`config.mk`:
```
export PLATFORM = sky130hd
export DESIGN_NAME = camera_frame_gen
export DESIGN_NICKNAME = d
export VERILOG_FILES = /design/src/rtl/camera_pkg.sv /design/src/rtl/camera_span_timer.sv /design/src/rtl/camera_frame_gen.sv
export SDC_FILE = /design/constraint.sdc
export NUM_CORES = 1
export LEC_CHECK = 0
export CAP_MARGIN = 40
export CORE_ASPECT_RATIO = 0.6
export CORE_MARGIN = 2
export CORE_UTILIZATION = 45
export DETAILED_ROUTE_END_ITERATION = 10
export GPL_ROUTABILITY_DRIVEN = 0
export PLACE_DENSITY = 0.67
export SKIP_CTS_REPAIR_TIMING = 1
export SYNTH_ARGS = -nofsm -noshare
export SYNTH_HDL_FRONTEND = slang
export SYNTH_HIERARCHICAL = 1
export SYNTH_SLANG_ARGS = --single-unit
```
`constraint.sdc`:
```
create_clock -name CLK -period 5.1 [get_ports CLK]
set_input_delay 0.51 -clock CLK [delete_from_list [all_inputs] [get_ports CLK]]
set_output_delay 0.51 -clock CLK [all_outputs]
set_load 0.005 [all_outputs]
```
`src/rtl/camera_pkg.sv`:
```
// Shared types and constants for the dummy 64x64 camera frame generator.
package camera_pkg;

    typedef enum logic [1:0] {
        ST_IDLE   = 2'd0,
        ST_LINE   = 2'd1,
        ST_HBLANK = 2'd2,
        ST_VBLANK = 2'd3
    } cam_state_e;

    localparam logic [1:0] PAT_X     = 2'd0;
    localparam logic [1:0] PAT_Y     = 2'd1;
    localparam logic [1:0] PAT_XOR   = 2'd2;
    localparam logic [1:0] PAT_FRAME = 2'd3;

    localparam int unsigned DEF_H_ACTIVE = 64;
    localparam int unsigned DEF_V_ACTIVE = 64;
    localparam int unsigned DEF_H_BLANK  = 8;
    localparam int unsigned DEF_V_BLANK  = 4;

    // Span timer width; covers any active/blanking span below 65536 cycles.
    localparam int unsigned SPAN_W = 16;

    // 8-bit test pattern value for one pixel.
    function automatic logic [7:0] pattern_pix(input logic [1:0] mode,
                                               input logic [7:0] x,
                                               input logic [7:0] y,
                                               input logic [7:0] cnt);
        logic [7:0] pix;
        case (mode)
            PAT_X:   pix = x;
            PAT_Y:   pix = y;
            PAT_XOR: pix = x ^ y;
            default: pix = cnt;
        endcase
        return pix;
    endfunction

endpackage

```
`src/rtl/camera_span_timer.sv`:
```
// Loadable saturating down-counter; zero_c marks the last cycle of the loaded span.
module camera_span_timer
    import camera_pkg::*;
#(
    parameter int unsigned W = SPAN_W
) (
    input  logic         CLK,
    input  logic         RST,
    input  logic         load,
    input  logic [W-1:0] load_val,
    output logic         zero_c,
    output logic         next_zero_c
);

    logic [W-1:0] count_q;
    logic [W-1:0] count_d;

    always_comb begin
        count_d = count_q;
        if (load) begin
            count_d = load_val;
        end else if (count_q != '0) begin
            count_d = count_q - W'(1);
        end
    end

    always_ff @(posedge CLK or negedge RST) begin
        if (!RST) begin
            count_q <= '0;
        end else begin
            count_q <= count_d;
        end
    end

    assign zero_c      = (count_q == '0);
    assign next_zero_c = (count_d == '0);

endmodule

```
`src/rtl/camera_frame_gen.sv`:
```
// Dummy camera sensor: emits FRAME_VALID/LINE_VALID/PIX_DATA timing with test patterns.
module camera_frame_gen
    import camera_pkg::*;
#(
    parameter int unsigned H_ACTIVE = DEF_H_ACTIVE,
    parameter int unsigned V_ACTIVE = DEF_V_ACTIVE,
    parameter int unsigned H_BLANK  = DEF_H_BLANK,
    parameter int unsigned V_BLANK  = DEF_V_BLANK,
    parameter int unsigned DATA_W   = 8
) (
    input  logic              CLK,
    input  logic              RST,
    input  logic              START,
    input  logic              CONT,
    input  logic [1:0]        MODE,
    output logic              FRAME_VALID,
    output logic              LINE_VALID,
    output logic [DATA_W-1:0] PIX_DATA,
    output logic [7:0]        PIX_X,
    output logic [7:0]        PIX_Y,
    output logic              LINE_START,
    output logic              FRAME_DONE,
    output logic              BUSY,
    output logic [7:0]        FRAME_CNT
);

    localparam logic [7:0]        Y_LAST  = 8'(V_ACTIVE - 1);
    localparam logic [SPAN_W-1:0] H_LOAD  = SPAN_W'(H_ACTIVE - 1);
    localparam logic [SPAN_W-1:0] HB_LOAD = SPAN_W'(H_BLANK - 1);
    localparam logic [SPAN_W-1:0] VB_LOAD = SPAN_W'(V_BLANK - 1);

    cam_state_e        state_q, state_d;
    logic [7:0]        pix_x_q, pix_x_d;
    logic [7:0]        pix_y_q, pix_y_d;
    logic [7:0]        frame_cnt_q, frame_cnt_d;
    logic [1:0]        mode_q, mode_d;
    logic              frame_valid_q, frame_valid_d;
    logic              line_valid_q, line_valid_d;
    logic [DATA_W-1:0] pix_data_q, pix_data_d;
    logic              line_start_q, line_start_d;
    logic              frame_done_q, frame_done_d;
    logic              busy_q, busy_d;

    logic              span_load;
    logic [SPAN_W-1:0] span_val;
    logic              span_zero_c;
    logic              span_next_zero_c;

    camera_span_timer #(.W(SPAN_W)) u_span (
        .CLK         (CLK),
        .RST         (RST),
        .load        (span_load),
        .load_val    (span_val),
        .zero_c      (span_zero_c),
        .next_zero_c (span_next_zero_c)
    );

    // Next state, counters and span reloads.
    always_comb begin
        state_d     = state_q;
        pix_x_d     = 8'd0;
        pix_y_d     = pix_y_q;
        frame_cnt_d = frame_cnt_q;
        mode_d      = mode_q;
        span_load   = 1'b0;
        span_val    = '0;
        case (state_q)
            ST_IDLE: begin
                pix_y_d = 8'd0;
                if (START) begin
                    state_d   = ST_LINE;
                    mode_d    = MODE;
                    span_load = 1'b1;
                    span_val  = H_LOAD;
                end
            end
            ST_LINE: begin
                if (span_zero_c) begin
                    state_d   = ST_HBLANK;
                    span_load = 1'b1;
                    span_val  = HB_LOAD;
                end else begin
                    pix_x_d = pix_x_q + 8'd1;
                end
            end
            ST_HBLANK: begin
                if (span_zero_c) begin
                    span_load = 1'b1;
                    if (pix_y_q != Y_LAST) begin
                        state_d  = ST_LINE;
                        pix_y_d  = pix_y_q + 8'd1;
                        span_val = H_LOAD;
                    end else begin
                        state_d  = ST_VBLANK;
                        span_val = VB_LOAD;
                    end
                end
            end
            ST_VBLANK: begin
                if (span_zero_c) begin
                    frame_cnt_d = frame_cnt_q + 8'd1;
                    pix_y_d     = 8'd0;
                    if (CONT) begin
                        state_d   = ST_LINE;
                        mode_d    = MODE;
                        span_load = 1'b1;
                        span_val  = H_LOAD;
                    end else begin
                        state_d = ST_IDLE;
                    end
                end
            end
            default: state_d = ST_IDLE;
        endcase
    end

    // Output values for the upcoming cycle, derived from the next state.
    always_comb begin
        frame_valid_d = (state_d == ST_LINE) || (state_d == ST_HBLANK);
        line_valid_d  = (state_d == ST_LINE);
        line_start_d  = line_valid_d && (state_q != ST_LINE);
        frame_done_d  = (state_d == ST_VBLANK) && span_next_zero_c;
        busy_d        = (state_d != ST_IDLE);
        pix_data_d    = '0;
        if (line_valid_d) begin
            pix_data_d = DATA_W'(pattern_pix(mode_d, pix_x_d, pix_y_d, frame_cnt_d));
        end
    end

    always_ff @(posedge CLK or negedge RST) begin
        if (!RST) begin
            state_q       <= ST_IDLE;
            pix_x_q       <= '0;
            pix_y_q       <= '0;
            frame_cnt_q   <= '0;
            mode_q        <= '0;
            frame_valid_q <= 1'b0;
            line_valid_q  <= 1'b0;
            pix_data_q    <= '0;
            line_start_q  <= 1'b0;
            frame_done_q  <= 1'b0;
            busy_q        <= 1'b0;
        end else begin
            state_q       <= state_d;
            pix_x_q       <= pix_x_d;
            pix_y_q       <= pix_y_d;
            frame_cnt_q   <= frame_cnt_d;
            mode_q        <= mode_d;
            frame_valid_q <= frame_valid_d;
            line_valid_q  <= line_valid_d;
            pix_data_q    <= pix_data_d;
            line_start_q  <= line_start_d;
            frame_done_q  <= frame_done_d;
            busy_q        <= busy_d;
        end
    end

    assign FRAME_VALID = frame_valid_q;
    assign LINE_VALID  = line_valid_q;
    assign PIX_DATA    = pix_data_q;
    assign PIX_X       = pix_x_q;
    assign PIX_Y       = pix_y_q;
    assign LINE_START  = line_start_q;
    assign FRAME_DONE  = frame_done_q;
    assign BUSY        = busy_q;
    assign FRAME_CNT   = frame_cnt_q;

endmodule

```
After elaboration in Yosys (flattened, before gate mapping) --
Cells that the tools add are included.
Word-level totals: bits in registers 57, input bits 6
Operators by class: bitwise logic cells 1, eq/ne operators 10, mux-type cells 35, $add $sub $neg 4, reduce and logical (&&, ||, !) cells 10
Operator list (number):
- $mux 8 | 8
- $pmux 16 s4 | 1
- $pmux 8 s3 | 2
- $logic_not 16->1 | 2
- $mux 16 | 2
- $mux 6 | 5
- $add 8x1->8 const B | 3
- $mux 2 | 8
- $reduce_bool 16->1 | 1
- $sub 16x1->16 const B | 1
- $eq 2x2->1 const B | 5
- $ne 8x6->1 const B | 1
- $pmux 2 s4 | 1
- $xor 8x8->8 | 1
- $eq 2x1->1 const B | 3
- $mux 1 | 5
- $logic_not 2->1 | 2
- $pmux 2 s2 | 1
- $mux 3 | 1
- $pmux 1 s3 | 1
- $logic_and 1x1->1 | 2
- $ne 2x1->1 const B | 1
- $reduce_bool 2->1 | 1
- $reduce_or 2->1 | 1
- $logic_or 1x1->1 | 1

Longest topological paths before layout --
depth after elaboration 7, gate-level depth with buffers 19, mapped depth without buffers 16

Hierarchy --
Netlist, hierarchy kept.
By module, submodules not included:
- camera_frame_gen | times used 1, seq. area each 1026.0 sq um, area an instance 2326.0 sq um, cells an instance 237
- camera_span_timer | times used 1, seq. area each 400.4 sq um, area an instance 1076.0 sq um, cells an instance 124

Least setup slack after synthesis --
Ideal clock, no wire load.
path kind register to register, start point register u_span.count_q[0], end point register frame_done_q, in the netlist FRAME_DONE, required time 5.034 ns, arrival 3.544 ns, period minus slack after synthesis 3.609 ns, setup slack 1.491 ns, stages on the path, launching flop included 18, cells stage by stage dfrtp_1 inv_1 ha_1 nor4b_2 nand2_1 nor3_2 buf_4 buf_2 and3_1 nor2_1 a21oi_1 clkbuf_1 inv_1 buf_2 o21a_1 or4_4 nor4_2 and2_1
On the way: longest elaborated chain between the ends 6, elaborated cells between the ends (all ways) 19
Ends and longest elaborated chain:
- from (decl) | RTL line camera_span_timer.sv:15 | logic [W-1:0] count_q;
- from (signal assigned) | RTL line camera_span_timer.sv:31 | count_q <= count_d;
- $logic_not 16->1 * | RTL line camera_span_timer.sv:35 | assign zero_c = (count_q == '0);
- named net span_zero_c | RTL line camera_frame_gen.sv:46 | logic span_zero_c;
- $mux 1, on equally long branches | RTL line camera_frame_gen.sv:100, camera_frame_gen.sv:78, camera_frame_gen.sv:87
- $pmux 1 s3 * | RTL line camera_frame_gen.sv:67 | case (state_q)
- named net span_load | RTL line camera_frame_gen.sv:44 | logic span_load;
- $mux 16 * | RTL line camera_span_timer.sv:20 | if (load) begin
- named net u_span.count_d[4] | RTL line camera_span_timer.sv:16 | logic [W-1:0] count_d;
- $logic_not 16->1 * | RTL line camera_span_timer.sv:36 | assign next_zero_c = (count_d == '0);
- named net span_next_zero_c | RTL line camera_frame_gen.sv:47 | logic span_next_zero_c;
- $logic_and 1x1->1 * | RTL line camera_frame_gen.sv:122 | frame_done_d = (state_d == ST_VBLANK) && span_next_zero_c;
- named net frame_done_d | RTL line camera_frame_gen.sv:41 | logic frame_done_q, frame_done_d;
- to (signal assigned) | RTL line camera_frame_gen.sv:153 | frame_done_q <= frame_done_d;
- to (decl) | RTL line camera_frame_gen.sv:41
Mark *: on every way through the listed nets, which the timed path passes. The rest lies on a longest branch. The select of a mux whose other input is x is not followed.

Worst setup path after layout --
Same ends and word-level chain as after synthesis.

==> impl_summary.log <==
INFO  metric gr-total-overflow = 0
INFO  metric synth.largest_area_cell = sky130_fd_sc_hd__dfrtp_1
INFO  metric totalWireLength = 9290 um
INFO  metric min_path_type = in -> async
INFO  metric via_per_inst = 5.87
INFO  metric num-fill-cells = 636
INFO  metric maxCapViolCount = 0
INFO  metric placement.io_buffers = 42
INFO  metric clock_tree.root_cell = sky130_fd_sc_hd__clkbuf_16
INFO  metric floorplan.die_area = 0.00829 mm^2
INFO  metric num-nets-final = 435
INFO  metric antenna_cells = 0
INFO  metric rsz0062_at_grt = false
INFO  metric cts_tree = done
INFO  metric vias = 3082
INFO  metric clkTransAtPathRegs = 0.05 ns
INFO  metric cts-root-to-sink-buffers = 2
INFO  metric power.leakage = 1.75 nW
INFO  metric ys_async_sr_fraction = 100%
INFO  metric slew_viol_final = 0
INFO  metric synth.area.top_cells = sky130_fd_sc_hd__dfrtp_1, sky130_fd_sc_hd__ha_1, sky130_fd_sc_hd__nand2_1, sky130_fd_sc_hd__a21oi_1, sky130_fd_sc_hd__xnor2_1
INFO  metric synth_enable_flop_cells = 0
INFO  metric ir_worst_vdd = 0.000154 V
INFO  metric start_util = 46.6%
INFO  metric largest_net_degree_at_the_start_of_global_routing = 58
INFO  metric synth_common_cells = sky130_fd_sc_hd__dfrtp_1, sky130_fd_sc_hd__nand2_1, sky130_fd_sc_hd__nor2_1
INFO  metric preCtsSetupSlack = 1.13 ns
INFO  metric count_of_cell_types_in_the_netlist = 67
INFO  metric core_area = 0.00730 mm^2
INFO  metric area.growth.synth_to_final = 26.1%
INFO  metric number_of_nets_with_antenna_violations_after_routing = 0
INFO  metric placed_cells = 508
INFO  metric rrSetupSlack = 0.90 ns
INFO  metric postSynthCellCount = 361
INFO  metric layout_min_cycle_time = 4.20 ns
INFO  metric finalCoreUtilization = 58.8%
INFO  metric period_share = 82.4%
INFO  metric wp_data_required = 5.36 ns
INFO  metric drt-pass1-iter-count = 5
INFO  metric synth_most_common_cell = sky130_fd_sc_hd__dfrtp_1
INFO  metric powerDensity = 277 mW/mm^2
INFO  metric instances_no_fill = 525
INFO  metric clock_sinks = 57
INFO  metric totalPowerFinal = 1.19 mW
INFO  metric critical_path_end_type = flop
INFO  metric regToRegEndpoint = FRAME_DONE
INFO  metric ys_ff_latch = 57
INFO  metric remaining_max_slew_budget_at_the_tightest_pin = 49.4%
INFO  metric yosys_most_used_dff = sky130_fd_sc_hd__dfrtp_1
INFO  metric synth_top_cell_area_share = 41.9%
INFO  metric worst_reg_to_reg_cells = 16
INFO  metric cts-buffers-inserted = 9
INFO  metric htree_levels = 3
INFO  metric post_synth.cell_area_avg = 9.42 um^2
INFO  metric postLayoutCellArea = 0.00429 mm^2
INFO  metric antenna_found_initial = 1
INFO  metric tightest_slew = 0.759 ns
INFO  metric final.setup_skew = 0.00891 ns
INFO  metric worst_setup_path_start_kind = flop
INFO  metric drc = 0
INFO  metric r2r_start = u_span/count_q[0]
INFO  metric wire_length_of_the_first_global_routing_pass = 15100 um
INFO  metric die_height = 71.4 um
INFO  metric setup_tns = 0 ns
INFO  metric die_w = 116 um
INFO  metric floorplan.rows = 24
INFO  metric worst_slack_on_hold_paths = 0.334 ns
INFO  metric status = finished, final reports clean
INFO  metric grt_pass1_vias = 2754
INFO  metric post_dr_wirelength_cell = 17.7 um
INFO  metric detailedRoute.firstIterationViolations = 379
INFO  metric synthesis.area = 0.00340 mm^2
INFO  metric timing.final.hold_violations = 0
INFO  metric worstSetupPathType = reg -> reg
INFO  metric detailedPlacementHpwl = 6610 um
INFO  metric max_clock_freq = 238 MHz
INFO  metric dpl-instance-area = 0.00394 mm^2
INFO  metric setup_violations = 0
INFO  metric peak_fanout_along_the_critical_path = 25
INFO  metric ratio_of_cells_with_drive_above_1_in_the_final_layout = 10.7%
INFO  metric number_of_ports_placed_on_the_die_boundary = 43
INFO  metric synth_seq_area_share = 41.9%
INFO  metric yosysWarnings = 6
INFO  metric groute.usage.overall = 24.1%
INFO  metric worst_slack = 0.897 ns
INFO  metric clkLatencyLatePin = 0.33 ns
INFO  metric timing.critical_path.arrival = 4.47 ns
## critical path: stages (launching register included)
cell and delay (ns):
sky130_fd_sc_hd__dfrtp_1 0.41, sky130_fd_sc_hd__inv_1 0.14, sky130_fd_sc_hd__ha_1 0.17, sky130_fd_sc_hd__nor4b_2 0.37, sky130_fd_sc_hd__nand2_1 0.18, sky130_fd_sc_hd__nor3_2 0.13, sky130_fd_sc_hd__buf_4 0.28, sky130_fd_sc_hd__and3_1 0.23
sky130_fd_sc_hd__nor2_1 0.07, sky130_fd_sc_hd__a21oi_1 0.53, sky130_fd_sc_hd__inv_1 0.37, sky130_fd_sc_hd__a31oi_1 0.25, sky130_fd_sc_hd__o21ai_1 0.13, sky130_fd_sc_hd__nor3_1 0.26, sky130_fd_sc_hd__nand4bb_1 0.18, sky130_fd_sc_hd__nor4_2 0.28
sky130_fd_sc_hd__and2_1 0.15
## where the power goes
group	total, mW	internal [mW]	leakage (nW)	switching, mW
registers	0.463	0.457	0.709	0.00589
clock network	0.699	0.489	0.166	0.209
logic	0.0282	0.00907	0.880	0.0191
total	1.19	0.955	1.75	0.234
## placed cells by master, fill, tap and decap left out, types with 6 or more instances in the layout
| master | count |
|---|---|
| sky130_fd_sc_hd__nand4_1 | 8 |
| sky130_fd_sc_hd__a31oi_1 | 9 |
| sky130_fd_sc_hd__conb_1 | 10 |
| sky130_fd_sc_hd__dfrtp_1 | 57 |
| sky130_fd_sc_hd__nor2_1 | 24 |
| sky130_fd_sc_hd__or3_1 | 7 |
| sky130_fd_sc_hd__clkdlybuf4s50_1 | 41 |
| sky130_fd_sc_hd__o21ai_0 | 19 |
| sky130_fd_sc_hd__clkbuf_16 | 9 |
| sky130_fd_sc_hd__ha_1 | 13 |
| sky130_fd_sc_hd__nand2_1 | 36 |
| sky130_fd_sc_hd__a21oi_1 | 21 |
| sky130_fd_sc_hd__nor3_1 | 11 |
| sky130_fd_sc_hd__and3_1 | 6 |
| sky130_fd_sc_hd__xor2_1 | 7 |
| sky130_fd_sc_hd__nand3_1 | 16 |
| sky130_fd_sc_hd__xnor2_1 | 12 |
| sky130_fd_sc_hd__inv_1 | 16 |
## layer usage
layer	track usage [%]	up-vias	wire [um]
met4	6.75	2	51
li1	-	1432	-
met1	40.9	1498	4990
met5	0	-	10
met3	7.61	8	761
met2	27.9	142	3480
## layout make-up
type | count | area [um^2] | share of cell area, %
multi-input combinational | 283 | 1870 | 43.6
sequential | 57 | 1430 | 33.2
timing repair buffer | 47 | 450 | 10.5
clock buffer | 11 | 243 | 5.66
tap | 104 | 130 | 3.03
clock inverter | 5 | 103 | 2.39
inverter | 18 | 67.6 | 1.57
## kinds of logic after synthesis
| group | Yosys count | share of synthesized area [%] |
|---|---|---|
| AND/OR/NAND/NOR | 143 | 23.7 |
| other | 1 | 0.110 |
| adder cells (fa/ha/maj) | 13 | 4.78 |
| flip-flops | 57 | 41.9 |
| XOR/XNOR | 19 | 4.89 |
| buffers and inverters | 30 | 4.05 |
| AO/OA/AOI/OAI | 90 | 18.1 |
| multiplexers | 8 | 2.46 |
## flip-flops by register name (all words and copies together) (netlist names)
register,count
PIX_X,8
u_span/count_q,16
FRAME_VALID,1
PIX_Y,8
BUSY,1
FRAME_DONE,1
PIX_DATA,8
LINE_START,1
FRAME_CNT,8
LINE_VALID,1
mode_q,2
state_q,2
## worst max-delay path by stage
stage | start | to
after floorplan | u_span/count_q[0] | FRAME_DONE
after global placement | u_span/count_q[0] | PIX_DATA[3]
after detailed placement | u_span/count_q[0] | PIX_DATA[3]
after CTS | u_span/count_q[0] | FRAME_DONE
after global routing | u_span/count_q[0] | FRAME_DONE
final | u_span/count_q[0] | FRAME_DONE
Note: power is estimated with default switching activity, not from simulation.
==> RTL change 1, RTL diff (config.mk and constraints unchanged) <==
Register the inputs `START`, `CONT` and `MODE` before use. The logic sees them one clock later.
--- a/src/rtl/camera_frame_gen.sv
+++ b/src/rtl/camera_frame_gen.sv
@@ -28,6 +28,16 @@
     localparam logic [SPAN_W-1:0] H_LOAD  = SPAN_W'(H_ACTIVE - 1);
     localparam logic [SPAN_W-1:0] HB_LOAD = SPAN_W'(H_BLANK - 1);
     localparam logic [SPAN_W-1:0] VB_LOAD = SPAN_W'(V_BLANK - 1);
+
+    logic START_q;
+    logic CONT_q;
+    logic [1:0] MODE_q;
+
+    always_ff @(posedge CLK) begin
+        START_q <= START;
+        CONT_q  <= CONT;
+        MODE_q  <= MODE;
+    end
 
     cam_state_e        state_q, state_d;
     logic [7:0]        pix_x_q, pix_x_d;
@@ -67,9 +77,9 @@
         case (state_q)
             ST_IDLE: begin
                 pix_y_d = 8'd0;
-                if (START) begin
+                if (START_q) begin
                     state_d   = ST_LINE;
-                    mode_d    = MODE;
+                    mode_d    = MODE_q;
                     span_load = 1'b1;
                     span_val  = H_LOAD;
                 end
@@ -100,9 +110,9 @@
                 if (span_zero_c) begin
                     frame_cnt_d = frame_cnt_q + 8'd1;
                     pix_y_d     = 8'd0;
-                    if (CONT) begin
+                    if (CONT_q) begin
                         state_d   = ST_LINE;
-                        mode_d    = MODE;
+                        mode_d    = MODE_q;
                         span_load = 1'b1;
                         span_val  = H_LOAD;
                     end else begin
Formal check against the unedited RTL: not equivalent (a bounded check fails within 4 cycles, from zero or initial values and one cycle with RST low).
==> RTL change 1 against the unedited design <==
Via count decreased by 2.7%; synthesized area increased by 0.92%; sequential cell count increased by 4; cell area decreased by 0.96%; die area increased by 0.88%; sequential share of layout area increased by 2.2 points; clock skew decreased by 0.0032 ns; setup slack improved by 0.032 ns; routed wire length decreased by 4.4%; largest cell class unchanged.
Power is not compared: it rests on default switching activity, and its combinational part moved more than twofold at a synthesized area within 25%.
==> RTL change 1: results (changes against the unedited design) <==
* R2R depth at 14 (-2)
* Seq/Total Area, Yosys at 43.9% (+2.0 points)
* Nets at 434 (-0.23%)
* Clock network area share at 6.27% (-1.8 points)
* Multi-input gates at 278 (-1.8%)
* Crit Reg-Reg Endpoint: PIX_DATA[7]$_DFF_PN0_
* Non-clk bufs at 46 (-2.1%)
* FF+latch count at 61 (+7.0%)
* Commonest cells post-synth: dfrtp_1 (57), nand2_1 (39), nor2_1 (31)
* M2 GR Usage at 29.3% (+1.4 points)
* Vias at 2999 (-2.7%)
* Average size of a mapped cell at 9.54 sq um (+1.2%)
* Clock skew at 0.00575 ns (-0.00316 ns)
* Grt met3 use at 9.98% (+2.4 points)
* Drt pass-1 iters at 4 (-1)
* Met2 wire len at 3.29 mm (-5.4%)
* Fraction of layout cells with a size suffix above 1 at 8.85% (-1.8 points)
* Signal buf overhead at 10.5% (-0.016 points)
* First-pass GRT wire length at 14.9 mm (-1.5%)
* Multi-input gate area at 1830 sq um (-2.2%)
* GRT Overall Usage at 23.6% (-0.53 points)
* Synth cell types at 69 (+3.0%)
* DP Area at 3980 sq um (+1.1%)
* Outcome: completed
* Post-layout util at 58.0% (-0.80 points)
* Worst Path Max Fanout at 16 (-36%)
* Post-synth ARST share at 93.4% (-6.6 points)
* Met1 WL at 4.57 mm (-8.4%)
* Starting DRT DRC Count at 282 (-26%)
* Final WL at 8.88 mm (-4.4%)
* Filler cell count at 632 (-0.63%)
* Nonclk inv count at 19 (+1)
* Worst EP arrival at 4.39 ns (-0.08 ns)
* Vias in the first global route at 2876 (+4.4%)
* Met3 wire length at 929 um (+22%)
* Die ar. at 8370 sq um (+0.88%)
* Rel. slew slack at 51.1% (+1.7 points)
* Internal reg-to-reg setup slack at 0.93 ns (+0.03 ns)
* Post-DP HPWL at 6.68 mm (+1.0%)
* Largest stage delay, worst path at 0.55 ns (+0.02 ns)
* Initial antenna violation count at 0 (-1)
* GR Util met1 at 37.1% (-3.8 points)
* Slowest-stage cell, CP: or4_1
==> RTL change 1: cell count changes in the layout (fill, tap and decap cells not counted), sizes merged, moves of 4 or more <==
cell    before  now
nor2        24   33
o21ai       24   18
nand3       16   11
a21oi       22   14
dfxtp        0    4
a21o         2    6
o211ai       5    9
==> RTL change 1: through the flow <==
| step | setup WS (ns) | hold slack [ns] |
|---|---|---|
| after global routing | 0.572 | 0.389 |
| after global placement | 1.30 | 0.519 |
| after CTS | 1.01 | 0.358 |
| final | 0.929 | 0.321 |
| after floorplan | 1.68 | 0.214 |
| after detailed placement | 1.04 | 0.519 |
==> RTL change 1: worst max path at each step <==
stage                                 from                    end  slack [ns]  cells past startpoint
2_1_floorplan  u_span/count_q[0]$_DFF_PN0_  PIX_DATA[7]$_DFF_PN0_        1.68                     14
3_5_place_dp   u_span/count_q[0]$_DFF_PN0_  PIX_DATA[7]$_DFF_PN0_        1.04                     14
4_1_cts        u_span/count_q[0]$_DFF_PN0_  PIX_DATA[7]$_DFF_PN0_        1.01                     14
5_1_grt        u_span/count_q[0]$_DFF_PN0_   FRAME_DONE$_DFF_PN0_        0.57                     17
3_3_place_gp   u_span/count_q[0]$_DFF_PN0_  PIX_DATA[7]$_DFF_PN0_        1.30                     15
6_report       u_span/count_q[0]$_DFF_PN0_  PIX_DATA[7]$_DFF_PN0_        0.93                     14
==> RTL change 1: cells by family (layout without fill, tap and decap cells) <==
group | Yosys count | after routing | share of synthesized area (%)
compound gates | 82 | 82 | 16.8
xor+xnor | 17 | 17 | 4.34
fa+ha+maj | 13 | 13 | 4.74
buf+inv | 30 | 79 | 3.79
flops | 61 | 61 | 43.9
mux | 9 | 9 | 2.70
other cells | 1 | 10 | 0.109
simple gates | 147 | 147 | 23.6
==> RTL change 2, RTL diff (same flow settings) <==
Made on the original files. Change the package constant `SPAN_W` from 16 to 32.
--- a/src/rtl/camera_pkg.sv
+++ b/src/rtl/camera_pkg.sv
@@ -19,7 +19,7 @@
     localparam int unsigned DEF_V_BLANK  = 4;
 
     // Span timer width; covers any active/blanking span below 65536 cycles.
-    localparam int unsigned SPAN_W = 16;
+    localparam int unsigned SPAN_W = 32;
 
     // 8-bit test pattern value for one pixel.
     function automatic logic [7:0] pattern_pix(input logic [1:0] mode,
Function: no difference found for any inputs over 10 cycles, from zero or initial values and one cycle with RST low; that may be too few to reach the edited logic, so the function may still have changed.
==> RTL change 2 against the unedited design <==
Synthesized area grew 34%; critical path type unchanged; routed wire length rose by 41%; setup slack got worse by 0.36 ns; cell area is 29% higher; fmax shrank 7.9%; combinational power is 88% higher; power grew 13%; sequential cell count increased by 16.
==> RTL change 2: results (changes against the unedited design) <==
* Outcome: completed
* Largest Register: u_span/count_q
* R2R depth at 15 (-1)
* Nets at 584 (+34%)
* DP Area at 5200 sq um (+32%)
* P_comb at 0.0530 mW (+88%)
* Vias at 4175 (+35%)
* Fraction of layout cells with a size suffix above 1 at 9.82% (-0.86 points)
* Worst-margin pin slew at 0.667 ns (-0.0920 ns)
* Synth cell types at 77 (+15%)
* Slowest-stage cell, CP: nor4_2
* Initial antenna violation count at 0 (-1)
* Mapped Cells at 492 (+36%)
* Clk. pwr at 0.687 mW (-2%)
* Commonest cells post-synth: dfrtp_1 (73), nand2_1 (50), o21ai_0 (32)
* Vias in the first global route at 3733 (+36%)
* Filler cell count at 856 (+35%)
* First-pass GRT wire length at 20.5 mm (+36%)
* Avg WL per Cell at 18.5 um (+4.7%)
* Static leakage at 2.15 nW (+23%)
* Worst EP arrival at 4.84 ns (+0.37 ns)
* Worst Path Max Fanout at 50 (+100%)
* Worst VDD drop at 0.133 mV (-14%)
* Root buffer cell: clkbuf_16
* Largest register FFs at 32 (+16)
* Largest stage delay, worst path at 0.63 ns (+0.10 ns)
* Routed vias/inst at 5.92 (+0.88%)
* Setup WS pre-CTS at 0.670 ns (-0.456 ns)
* GRT Overall Usage at 25.0% (+0.82 points)
* Number of synthesized flops with an enable pin at 0 (unchanged)
* Setup ws final at 0.537 ns (-0.360 ns)
* Post-DP HPWL at 9.74 mm (+47%)
* Switch share at 22.6% (+2.9 points)
* Cell count after placement at 689 (+36%)
* Drt pass-1 iters at 6 (+1)
* Seq/Total Area, Yosys at 40.2% (-1.7 points)
* Int Pwr at 1.04 mW (+8.9%)
* Synth top area cells: dfrtp_1 (40%), nand2_1 (4.1%), ha_1 (3.6%)
* Clock skew at 0.00800 ns (-0.000903 ns)
* Pin count of the biggest net entering global routing at 56 (-3.4%)
* Worst setup path end: FRAME_DONE$_DFF_PN0_
* Post-route cell area at 5520 sq um (+29%)
* Worst hold slack at 0.0502 ns (-0.284 ns)
-- RTL change 2: cell count changes after synthesis, sizes merged, moves of 4 or more --
cell    change
or4        +14
nand3      +11
o21ai      +11
nor4        +8
xor2        +4
dfrtp      +16
nand2      +14
xnor2       +5
nor3        +8
mux2        +4
clkbuf      +5
or3         +8
-- RTL change 2: area by class of cell --
cell class	count	area share, %
timing repair buffer	48	8.75
clock buffer	10	4.15
inverter	18	1.22
tap	135	3.06
sequential	73	33.1
clock inverter	6	1.66
multi-input combinational	415	48.0
-- RTL change 2: cell families after synthesis --
group | synth area share [%]
buffers and inverters | 4.49
flip-flops | 40.2
other | 0.0826
AO/OA/AOI/OAI | 17.1
adder cells (fa/ha/maj) | 3.58
multiplexers | 2.18
AND/OR/NAND/NOR | 26.9
XOR/XNOR | 5.40
-- RTL change 2: metal layers --
metal	wire length (um)	part of all wire (%)	track usage [%]
met3	1210	9.3	5.56
met1	6760	52	40.7
met5	0	0	0
met2	4950	38	31.9
met4	150	1.1	6.60
